===== config.mk =====
export PLATFORM = sky130hd
export DESIGN_NAME = lcd_access_arbiter
export DESIGN_NICKNAME = d
export VERILOG_FILES = /design/src/rtl/lcd_access_arbiter.sv
export SDC_FILE = /design/constraint.sdc
export NUM_CORES = 1
export LEC_CHECK = 0
export CORE_AREA = 5 5 84 86
export CTS_BUF_LIST = sky130_fd_sc_hd__clkbuf_16
export CTS_CLUSTER_SIZE = 8
export DETAILED_ROUTE_END_ITERATION = 8
export DIE_AREA = 0 0 89 91
export PLACE_DENSITY = 0.71
export SYNTH_ARGS = -nofsm -noshare
export SYNTH_HDL_FRONTEND = slang
export SYNTH_SLANG_ARGS = --single-unit
export TNS_END_PERCENT = 1

===== constraint.sdc =====
create_clock -name clk -period 3.3 [get_ports clk]
set_input_delay 0.66 -clock clk [delete_from_list [all_inputs] [get_ports clk]]
set_output_delay 0.66 -clock clk [all_outputs]
set_load 0.01 [all_outputs]

===== src/rtl/lcd_access_arbiter.sv =====
// Round-robin arbiter sharing one 4-bit HD44780-style LCD between requesters.
// Locks the winner for multi-byte messages and emits timed nibble strobes.
module lcd_access_arbiter #(
  parameter int unsigned NUM_REQ      = 3,
  parameter int unsigned SETUP_CYC    = 2,
  parameter int unsigned PULSE_CYC    = 12,
  parameter int unsigned HOLD_CYC     = 2,
  parameter int unsigned WAIT_CYC     = 2000,
  parameter int unsigned CLR_WAIT_CYC = 80000
) (
  input  logic                 clk,
  input  logic                 reset,
  input  logic                 lcd_ready,
  input  logic [NUM_REQ-1:0]   req,
  input  logic [NUM_REQ-1:0]   req_rs,
  input  logic [8*NUM_REQ-1:0] req_byte,
  input  logic [NUM_REQ-1:0]   req_last,
  output logic [NUM_REQ-1:0]   gnt,
  output logic [NUM_REQ-1:0]   ack,
  output logic                 busy,
  output logic                 lcd_rs,
  output logic                 lcd_rw,
  output logic                 lcd_en,
  output logic [3:0]           lcd_data
);

  localparam int unsigned CLR_W = $clog2(CLR_WAIT_CYC + 1);
  localparam int unsigned CW    = (CLR_W > 17) ? CLR_W : 17;
  localparam int unsigned IW    = $clog2(NUM_REQ);

  localparam logic [CW-1:0] SETUP_M1 = CW'(SETUP_CYC - 1);
  localparam logic [CW-1:0] PULSE_M1 = CW'(PULSE_CYC - 1);
  localparam logic [CW-1:0] HOLD_M1  = CW'(HOLD_CYC - 1);
  localparam logic [CW-1:0] WAIT_M1  = CW'(WAIT_CYC - 1);
  localparam logic [CW-1:0] CLR_M1   = CW'(CLR_WAIT_CYC - 1);

  typedef enum logic [2:0] {
    IDLE, SETUP_HI, PULSE_HI, HOLD_HI, SETUP_LO, PULSE_LO, HOLD_LO, WAIT
  } state_t;

  state_t            state_q, state_d;
  logic [CW-1:0]     cnt_q, cnt_d;
  logic [IW-1:0]     rr_q, rr_d;
  logic [IW-1:0]     owner_q, owner_d;
  logic              lock_q, lock_d;
  logic [7:0]        byte_q, byte_d;
  logic              rs_q, rs_d;
  logic              last_q, last_d;
  logic [NUM_REQ-1:0] gnt_q, gnt_d;
  logic [NUM_REQ-1:0] ack_q, ack_d;
  logic              busy_q, busy_d;
  logic              lcd_rs_q, lcd_rs_d;
  logic              lcd_en_q, lcd_en_d;
  logic [3:0]        lcd_data_q, lcd_data_d;

  logic [7:0]        byte_arr [NUM_REQ];
  logic              win_found;
  logic [IW-1:0]     win_idx;
  logic [IW:0]       cand;
  logic [IW-1:0]     owner_inc;
  logic              clr_cmd;

  for (genvar g = 0; g < NUM_REQ; g++) begin : g_unpack
    assign byte_arr[g] = req_byte[8*g +: 8];
  end

  // Locked: only the owner may win. Unlocked: scan upward from rr_q with wrap.
  always_comb begin
    win_found = 1'b0;
    win_idx   = '0;
    cand      = '0;
    if (lock_q) begin
      win_found = req[owner_q];
      win_idx   = owner_q;
    end else begin
      for (int unsigned i = 0; i < NUM_REQ; i++) begin
        cand = {1'b0, rr_q} + (IW+1)'(i);
        if (cand >= (IW+1)'(NUM_REQ))
          cand = cand - (IW+1)'(NUM_REQ);
        if (!win_found && req[cand[IW-1:0]]) begin
          win_found = 1'b1;
          win_idx   = cand[IW-1:0];
        end
      end
    end
  end

  assign owner_inc = (owner_q == IW'(NUM_REQ - 1)) ? '0 : owner_q + 1'b1;
  assign clr_cmd   = !rs_q && ((byte_q == 8'h01) || (byte_q == 8'h02));

  always_comb begin
    state_d    = state_q;
    cnt_d      = (cnt_q != '0) ? cnt_q - 1'b1 : cnt_q;
    rr_d       = rr_q;
    owner_d    = owner_q;
    lock_d     = lock_q;
    byte_d     = byte_q;
    rs_d       = rs_q;
    last_d     = last_q;
    gnt_d      = gnt_q;
    ack_d      = '0;
    lcd_rs_d   = lcd_rs_q;
    lcd_en_d   = lcd_en_q;
    lcd_data_d = lcd_data_q;

    case (state_q)
      IDLE: begin
        if (lcd_ready && win_found) begin
          byte_d           = byte_arr[win_idx];
          rs_d             = req_rs[win_idx];
          last_d           = req_last[win_idx];
          owner_d          = win_idx;
          lock_d           = !req_last[win_idx];
          gnt_d            = '0;
          gnt_d[win_idx]   = 1'b1;
          ack_d[win_idx]   = 1'b1;
          lcd_rs_d         = req_rs[win_idx];
          lcd_data_d       = byte_arr[win_idx][7:4];
          lcd_en_d         = 1'b0;
          cnt_d            = SETUP_M1;
          state_d          = SETUP_HI;
        end
      end
      SETUP_HI: if (cnt_q == '0) begin
        state_d  = PULSE_HI;
        cnt_d    = PULSE_M1;
        lcd_en_d = 1'b1;
      end
      PULSE_HI: if (cnt_q == '0) begin
        state_d  = HOLD_HI;
        cnt_d    = HOLD_M1;
        lcd_en_d = 1'b0;
      end
      HOLD_HI: if (cnt_q == '0) begin
        state_d    = SETUP_LO;
        cnt_d      = SETUP_M1;
        lcd_data_d = byte_q[3:0];
      end
      SETUP_LO: if (cnt_q == '0) begin
        state_d  = PULSE_LO;
        cnt_d    = PULSE_M1;
        lcd_en_d = 1'b1;
      end
      PULSE_LO: if (cnt_q == '0) begin
        state_d  = HOLD_LO;
        cnt_d    = HOLD_M1;
        lcd_en_d = 1'b0;
      end
      HOLD_LO: if (cnt_q == '0) begin
        state_d    = WAIT;
        cnt_d      = clr_cmd ? CLR_M1 : WAIT_M1;
        lcd_data_d = '0;
      end
      WAIT: if (cnt_q == '0) begin
        state_d = IDLE;
        // Release on message end or when the owner abandoned its request.
        if (last_q || !req[owner_q]) begin
          lock_d = 1'b0;
          gnt_d  = '0;
          rr_d   = owner_inc;
        end
      end
      default: state_d = IDLE;
    endcase

    busy_d = (state_d != IDLE);
  end

  always_ff @(posedge clk or negedge reset) begin
    if (!reset) begin
      state_q    <= IDLE;
      cnt_q      <= '0;
      rr_q       <= '0;
      owner_q    <= '0;
      lock_q     <= 1'b0;
      byte_q     <= '0;
      rs_q       <= 1'b0;
      last_q     <= 1'b0;
      gnt_q      <= '0;
      ack_q      <= '0;
      busy_q     <= 1'b0;
      lcd_rs_q   <= 1'b0;
      lcd_en_q   <= 1'b0;
      lcd_data_q <= '0;
    end else begin
      state_q    <= state_d;
      cnt_q      <= cnt_d;
      rr_q       <= rr_d;
      owner_q    <= owner_d;
      lock_q     <= lock_d;
      byte_q     <= byte_d;
      rs_q       <= rs_d;
      last_q     <= last_d;
      gnt_q      <= gnt_d;
      ack_q      <= ack_d;
      busy_q     <= busy_d;
      lcd_rs_q   <= lcd_rs_d;
      lcd_en_q   <= lcd_en_d;
      lcd_data_q <= lcd_data_d;
    end
  end

  assign gnt      = gnt_q;
  assign ack      = ack_q;
  assign busy     = busy_q;
  assign lcd_rs   = lcd_rs_q;
  assign lcd_rw   = 1'b0;
  assign lcd_en   = lcd_en_q;
  assign lcd_data = lcd_data_q;

endmodule


==> summary by stage, run 1 <==
CTS
Counting the buffers created by CTS gives 5. In this run the clock root is driven by a sky130_fd_sc_hd__clkbuf_16. The clock drives 47 sinks.

Post-CTS repair changed the size of 0 cells. No sink is reached through more buffers than the 2 on the longest clock path. The clock tree from TritonCTS is done. For this design, the CTS-stage hold fixing added 0 buffers. Clock latency on the worst-skew pair, taken at its later pin, is between 200 and 300 ps.

After clock tree synthesis, the clock-pin slew on the worst setup and hold paths is approximately 70 ps. The depth of the CTS H-tree is 2. The number of buffers added for setup after CTS is 0.

Timing
Between clock sinks in the finished design, the worst skew comes to just over 10 ps. For this run, the top clock speed supported by timing is 358 MHz. The total count of max-transition violations in the final report is 0. The number of hold violations in the final report was 0. Setup repair after global routing left no endpoint under its margin. The post-route clock period utilization is 0.846. The final count of negative-setup-slack endpoints is 0. The shortest clock period the worst path allows after layout is roughly 2800 ps.

The max-slew headroom at the worst pin is 0.312. In the final timing run, aggregate negative setup slack is 0 ps. The transition time at the pin with the least slew margin is 1030 ps.

Critical path
The required time of the critical path is around 3500 ps. For flop-to-flop paths, the worst setup slack is between 500 and 600 ps. The critical path class is register to register. The capture point of the worst reg-to-reg path is cnt_q[0].

The startpoint of the worst-slack reg-to-reg timing path is cnt_q[3]. The highest net fanout along the worst path is 10. STA classifies the critical path startpoint as a register.

The sort of element at the end of the critical path is a register. Tracing the worst setup path back leads to its startpoint at cnt_q[3]. The worst register-to-register path has a depth of 8. The data arrival time of the worst path is roughly 3000 ps.

Yosys
The number of warnings reported in the yosys synthesis log is 0. Measured against the total synthesized area, the mux share comes to 0.0211. Yosys mapped a number of flops with a built-in enable equal to 0. The number of standard cells after synthesis is 300. The post-synthesis instance area is about 2800 um^2. The share of the synthesized area in compound gates (AO/OA/AOI/OAI) is 0.268. The number of nets handed over by synthesis was 340. For this run, the register share of the synthesized area comes to 0.413. Of the total synthesized cell area, the portion taken by XOR and XNOR cells is 0.0461. Among all flip-flop cells after synthesis, the most frequent one is sky130_fd_sc_hd__dfrtp_1. The per-instance average area after synthesis is roughly 9.5 um^2.

After synthesis, the largest family of logic cells by area is compound AO/OA/AOI/OAI gates. The post-synthesis adder-cell area fraction is 0.0176. After synthesis, the share of flip-flops with an asynchronous set or reset is 1.00. The count of state elements after synthesis is 47. The number of distinct library cells after synthesis is 65. Of the total synthesized cell area, the portion taken by AND, OR, NAND and NOR gates is 0.189.

Routing
The first detailed-routing pass ran for 4 iterations. The routed via count divided by cell count is slightly below 6. For this run, design rule violations remaining after detail routing come to 0. The routed wire length is between 6000 and 7000 um. The routed layout has around 2,400 vias. The first-iteration detailed-routing DRC count is 152. In this run the remaining antenna-violating nets after routing total 0. The average routed wire per standard cell is 15.9 um.

Die
The floorplan row count is 29. The initial utilization of the core area, before any placement, comes to 0.459. The number of top-level pins is 50.

The vertical die dimension is ~91 um. The die footprint is approximately 8000 um^2. The die is slightly below 90 um wide. After floorplanning, the core was sized to cover a little over 6000 um^2.

Global route
The global-route wire length before repair is about 12,000 um. The maximum number of pins on one net before global-route repair is between 40 and 50. The initial antenna violation count was 0. For this run, the total global-route usage over all layers was measured as 0.183.

The number of global-route vias before repair is about 2,500. The total overflow left after global routing is 0.

Final layout
The final-stage net count is roughly 390. The number of antenna diodes in the final layout is 0. The area of all sequential standard cells is 1180 um^2. After filler insertion, the fill cell instance count of the layout stands at 549. After routing the design area is between 3000 and 4000 um^2.

Relative to the synthesized area, the layout overhead comes to 25.1%. In the final layout, the multi-input gates occupy roughly 1500 um^2. In the layout the commonest cells are sky130_fd_sc_hd__dfrtp_1, sky130_fd_sc_hd__clkdlybuf4s50_1, sky130_fd_sc_hd__nand2_1. The layout cell share with drive strength beyond 1 is 0.0841.

Place
The final estimated routing congestion in global placement is between 0.8 and 0.9. Summing all placed instances gives a cell area of 3400 um^2. The number of port buffers is 48. The detailed-placement wirelength estimate is a little over 5000 um.

Pwr
Across the VDD grid, the largest voltage drop is about 0.00019 V. The analysis attributes to cell leakage a power of 1.42 nW. Dividing total power by cell area gives a power density of roughly 350 nW/um^2.

Hold path
The worst hold path terminates at byte_q[6]. In this run the most critical hold path is launched from byte_q[6]. The worst min-delay path category is register to register. The count of cells along the worst hold path is 2.

Status
The flow ran to the end, and the final reports show no timing, DRC or antenna violations.

Run
The count of max-cap constraint violations is 0.
[synthesized netlist by cell type, drive strengths merged, types with 6 or more instances]
library cell	instances	share of area
o211ai	8	0.023
a21oi	12	0.025
nand4	9	0.020
o21ai	15	0.026
xnor2	12	0.037
o21a	6	0.016
nor2	19	0.025
nor3	15	0.034
inv	13	0.017
mux2i	6	0.021
nand2	21	0.029
a31oi	8	0.018
clkbuf	12	0.016
a21o	7	0.018
dfrtp	47	0.41
a221o	7	0.025
[layout make-up]
class	count	area share
multi-input combinational	224	0.435
sequential	47	0.330
timing repair buffer	54	0.150
tap	77	0.0270
inverter	13	0.0137
clock buffer	5	0.0351
clock inverter	2	0.00948
[metrics by stage]
stage | total power [mW] | hold slack, ps | setup slack, ps | util | instances
after floorplan | 0.651 | 364 | 874 | - | 300
after global placement | 0.719 | 460 | 345 | 0.548 | 415
after detailed placement | 0.720 | 465 | 302 | 0.548 | 415
after CTS | 1.27 | 481 | 515 | 0.574 | 422
after global routing | 1.31 | 508 | 339 | 0.574 | 422
final | 1.26 | 474 | 509 | 0.574 | 422
[logic make-up after synthesis]
family          after synthesis
simple gates                 97
buf+inv                      29
fa+ha+maj                     4
xor+xnor                     15
compound gates              101
other cells                   1
flops                        47
mux                           6
[registers in the layout, indices dropped and copies added (netlist names), 2 cells and up]
register	cells
gnt	3
lcd_data	4
cnt_q	17
rr_q	2
state_q	3
owner_q	2
ack	3
byte_q	8
[critical path: stages (launching register included)]
cell,delay (ps)
sky130_fd_sc_hd__dfrtp_1,470
sky130_fd_sc_hd__or3_4,450
sky130_fd_sc_hd__or4b_4,590
sky130_fd_sc_hd__nor3_4,400
sky130_fd_sc_hd__buf_4,240
sky130_fd_sc_hd__inv_2,80
sky130_fd_sc_hd__ha_1,270
sky130_fd_sc_hd__a21oi_1,110
sky130_fd_sc_hd__a31oi_1,50
[how the worst max path moves through the flow]
stage / slack [ps] / cells past startpoint / endpoint
final: 510 / 8 / cnt_q[0]
after global routing: 340 / 8 / cnt_q[0]
after CTS: 520 / 8 / cnt_q[0]
after detailed placement: 300 / 6 / byte_q[1]
after global placement: 350 / 6 / byte_q[3]
after floorplan: 870 / 6 / busy
[metal layers]
layer  routed length (um)  GRT usage  vias to the layer above
met5                    0          0                        -
met4                   99     0.0633                        0
met3                  395     0.0416                        8
met2                 3140      0.285                       62
met1                 3080      0.251                     1164
li1                     -          -                     1213
[where the power goes]
group	internal (mW)	switching [mW]
Combinational	0.0677	0.0639
Clock	0.350	0.204
Sequential	0.577	0.00103
Total	0.995	0.269
No activity file was read; power rests on OpenSTA's default activity.
==> run 2: changes to the inputs <==
==> constraint.sdc (replaced) <==
create_clock -name clk -period 2.6 [get_ports clk]
set_input_delay 0.52 -clock clk [delete_from_list [all_inputs] [get_ports clk]]
set_output_delay 0.52 -clock clk [all_outputs]
set_load 0.01 [all_outputs]
==> run 2 against run 1 <==
- cell count grew 5.2%
- sequential power grew 27%
- setup slack lost 380 ps
- wire length grew 6.9%
- via count grew 6.7%
- non-clock buffer count grew 21
- core utilization grew 2.4 points
- critical path type unchanged
- critical endpoint is now cnt_q[9]
- largest power group unchanged
==> summary by stage, run 2 (synthesis results as in run 1) <==
Place
Input and output buffers added on the ports amount to 48. The final estimated routing congestion in global placement is 0.939. The worst setup slack after placement is -97.8 ps. Detailed placement ended at an HPWL of around 5500 um. Summing all placed instances gives a cell area of approximately 3600 um^2. The number of placed cells counting well taps is 436.

Pwr
The worst voltage drop across the vdd grid is 0.000231 V. For this design the ratio of total power to cell area is ~410 nW/um^2. After layout, the design draws a total of 1.54 mW. The reported leakage power is between 1.5 and 2 nW.

Critical path
The capture point of the worst reg-to-reg path is cnt_q[9]. The slack of the worst reg-to-reg path is 130 ps. The startpoint of the worst-slack reg-to-reg timing path is cnt_q[3]. The critical path is of the register to register type. The sort of element at the end of the critical path is a register. Measured in cells, the most critical reg-to-reg path has a length of 7. In this run the worst path has a maximum fanout of 6. The worst setup path is launched from a register. The required time of the critical path is ~2800 ps. At the worst endpoint, the arrival time is around 2600 ps.

Final layout
Once layout is complete, the cells apart from fillers number about 440. The layout has about 540 filler cells. Of the cells placed in the final design, the portion with a size suffix greater than 1 is 0.142. Leaving out fill and tap cells, the most frequent cells in the layout are sky130_fd_sc_hd__dfrtp_1, sky130_fd_sc_hd__clkdlybuf4s50_1, sky130_fd_sc_hd__buf_4. The final-stage net count is approximately 410. The finished cells cover 3710 um^2. The register with the most flip-flops in the layout has 17 of them. Counting flops per register, the top entry is cnt_q. The repair_antennas step left the layout with diodes totalling 0. The post-synthesis to final-layout area growth is 30.2%.

Die
The die width is about 89 um. The floorplan row count is 29. The initial utilization of the core area, before any placement, comes to 0.459. The area of the core is between 6000 and 7000 um^2. The floorplan step set the die height to between 90 and 100 um. The number of top-level pins is 50. The die covers around 8100 um^2.

Timing
Final hold analysis gives a worst-case slack of 321 ps. Headroom to the max-slew limit came out at 0.596. In the finished design, the share of the clock period the worst path needs comes to 0.950. Setup violations remaining at the end of the flow were counted as 0. The number of hold violations in the final report is 0. Setup slack on the critical path of the routed design comes to between 100 and 150 ps.

At the pin with the least slew margin, the transition time is 606 ps. The maximum clock skew at final layout is 8.98 ps. Derived from the worst setup path, the maximum achievable clock frequency is about 400 MHz.

The total count of max-transition violations in the final report was 0. Subtracting the final worst setup slack from the clock period gives 2470 ps.

Run
Max-cap violations in this run came to 0.

CTS
The total clock buffers created by CTS is 5. The number of buffers added to fix hold violations after cts is 0. Clock-pin slew was measured on the worst setup and hold paths at 70 ps. The sink count of the clock tree is 47. The cell chosen for the clock root is sky130_fd_sc_hd__clkbuf_16.

The depth of the CTS H-tree is 2. The clock latency reported for the late side of the worst-skew pair is between 200 and 300 ps. The clock tree from TritonCTS is done. The largest buffer count on any clock path is 2.

Routing
The met3 wire length is around 440 um. In the final routing, the length of wire on met1 measures about 3300 um. Dividing the detail-routed via count by the number of cells gives slightly below 6. In this run the remaining antenna-violating nets after routing total 0. In the routed design, unresolved DRC markers number 0. For this block, the initial DRC count from the detailed router was around 110.

Dividing the detail-routed wire length by the instance count gives between 15 and 20 um. The routed wire length is slightly above 7000 um. The total met2 wirelength after detailed routing is roughly 3400 um. The highest layer touched by signal routing is met4. The routed layout has ~2,600 vias. The total iterations of the first detailed-routing run is 4.

Global route
The global-route congestion overflow total is 0. The global-route wire length before repair is about 12,000 um. Entering global routing, the biggest net connects 48 pins. The total routing resource utilization after global routing is 0.190. The number of global-route vias before repair is 2,607. The initial antenna violation count came to 0.

Hold path
In this run the worst hold path is classified as primary input to async pin.

Status
The flow ran to the end, and the final reports show no timing, DRC or antenna violations.
[run 2: cell types whose count changed in the layout (fill, tap and decap cells not counted), sizes merged]
cell / change
buf: +21
clkinv: +2
bufinv: -1
[run 2: layer usage]
metal  up-vias  global-route usage
li1       1257                   -
met1      1262               0.269
met2        85               0.292
met3         7              0.0443
met4         0              0.0509
met5         -                   0
[run 2: how the worst max path moves through the flow]
stage                  start        end  slack [ps]
CTS                  rr_q[0]  byte_q[5]         110
finish              cnt_q[3]   cnt_q[9]         130
detailed placement    req[2]  byte_q[5]        -100
global route        cnt_q[0]   cnt_q[1]          -8
floorplan           cnt_q[3]       busy         170
global placement      req[2]     lcd_rs         -30
[run 2: cell type report]
cell class,instances,area [um^2],area share
Inverter,13,48.8,0.0132
Clock inverter,3,16.3,0.00439
Multi-Input combinational cell,224,1560,0.419
Clock buffer,5,125,0.0337
Sequential cell,47,1180,0.317
Timing Repair Buffer,75,691,0.186
Tap cell,77,96.3,0.0260
[run 2: worst max-delay path: stages (launching register included)]
cell and delay (ps):
sky130_fd_sc_hd__dfrtp_1 400, sky130_fd_sc_hd__or3_4 420, sky130_fd_sc_hd__or4b_4 580, sky130_fd_sc_hd__nor3_4 290, sky130_fd_sc_hd__buf_4 190, sky130_fd_sc_hd__o21ai_1 100, sky130_fd_sc_hd__a21oi_4 250, sky130_fd_sc_hd__o21bai_1 110
[run 2: what timing repair did]
action / 4_1_cts / 5_1_grt
buffers inserted: 0 / 0
gates resized for setup: 0 / 2
endpoints found under the setup margin: 0 / 3
[run 2: per-stage QoR]
stage	TNS [ps]	utilization
floorplan	0	-
global placement	-163	0.574
detailed placement	-851	0.574
CTS	0	0.597
global route	-16.9	0.598
finish	0	0.598
[run 2: where the power goes]
part | switching, mW | internal (mW) | total [mW] | leakage, nW
registers | 0.00137 | 0.733 | 0.734 | 0.580
clock network | 0.267 | 0.351 | 0.618 | 0.0726
logic | 0.0830 | 0.100 | 0.183 | 0.863
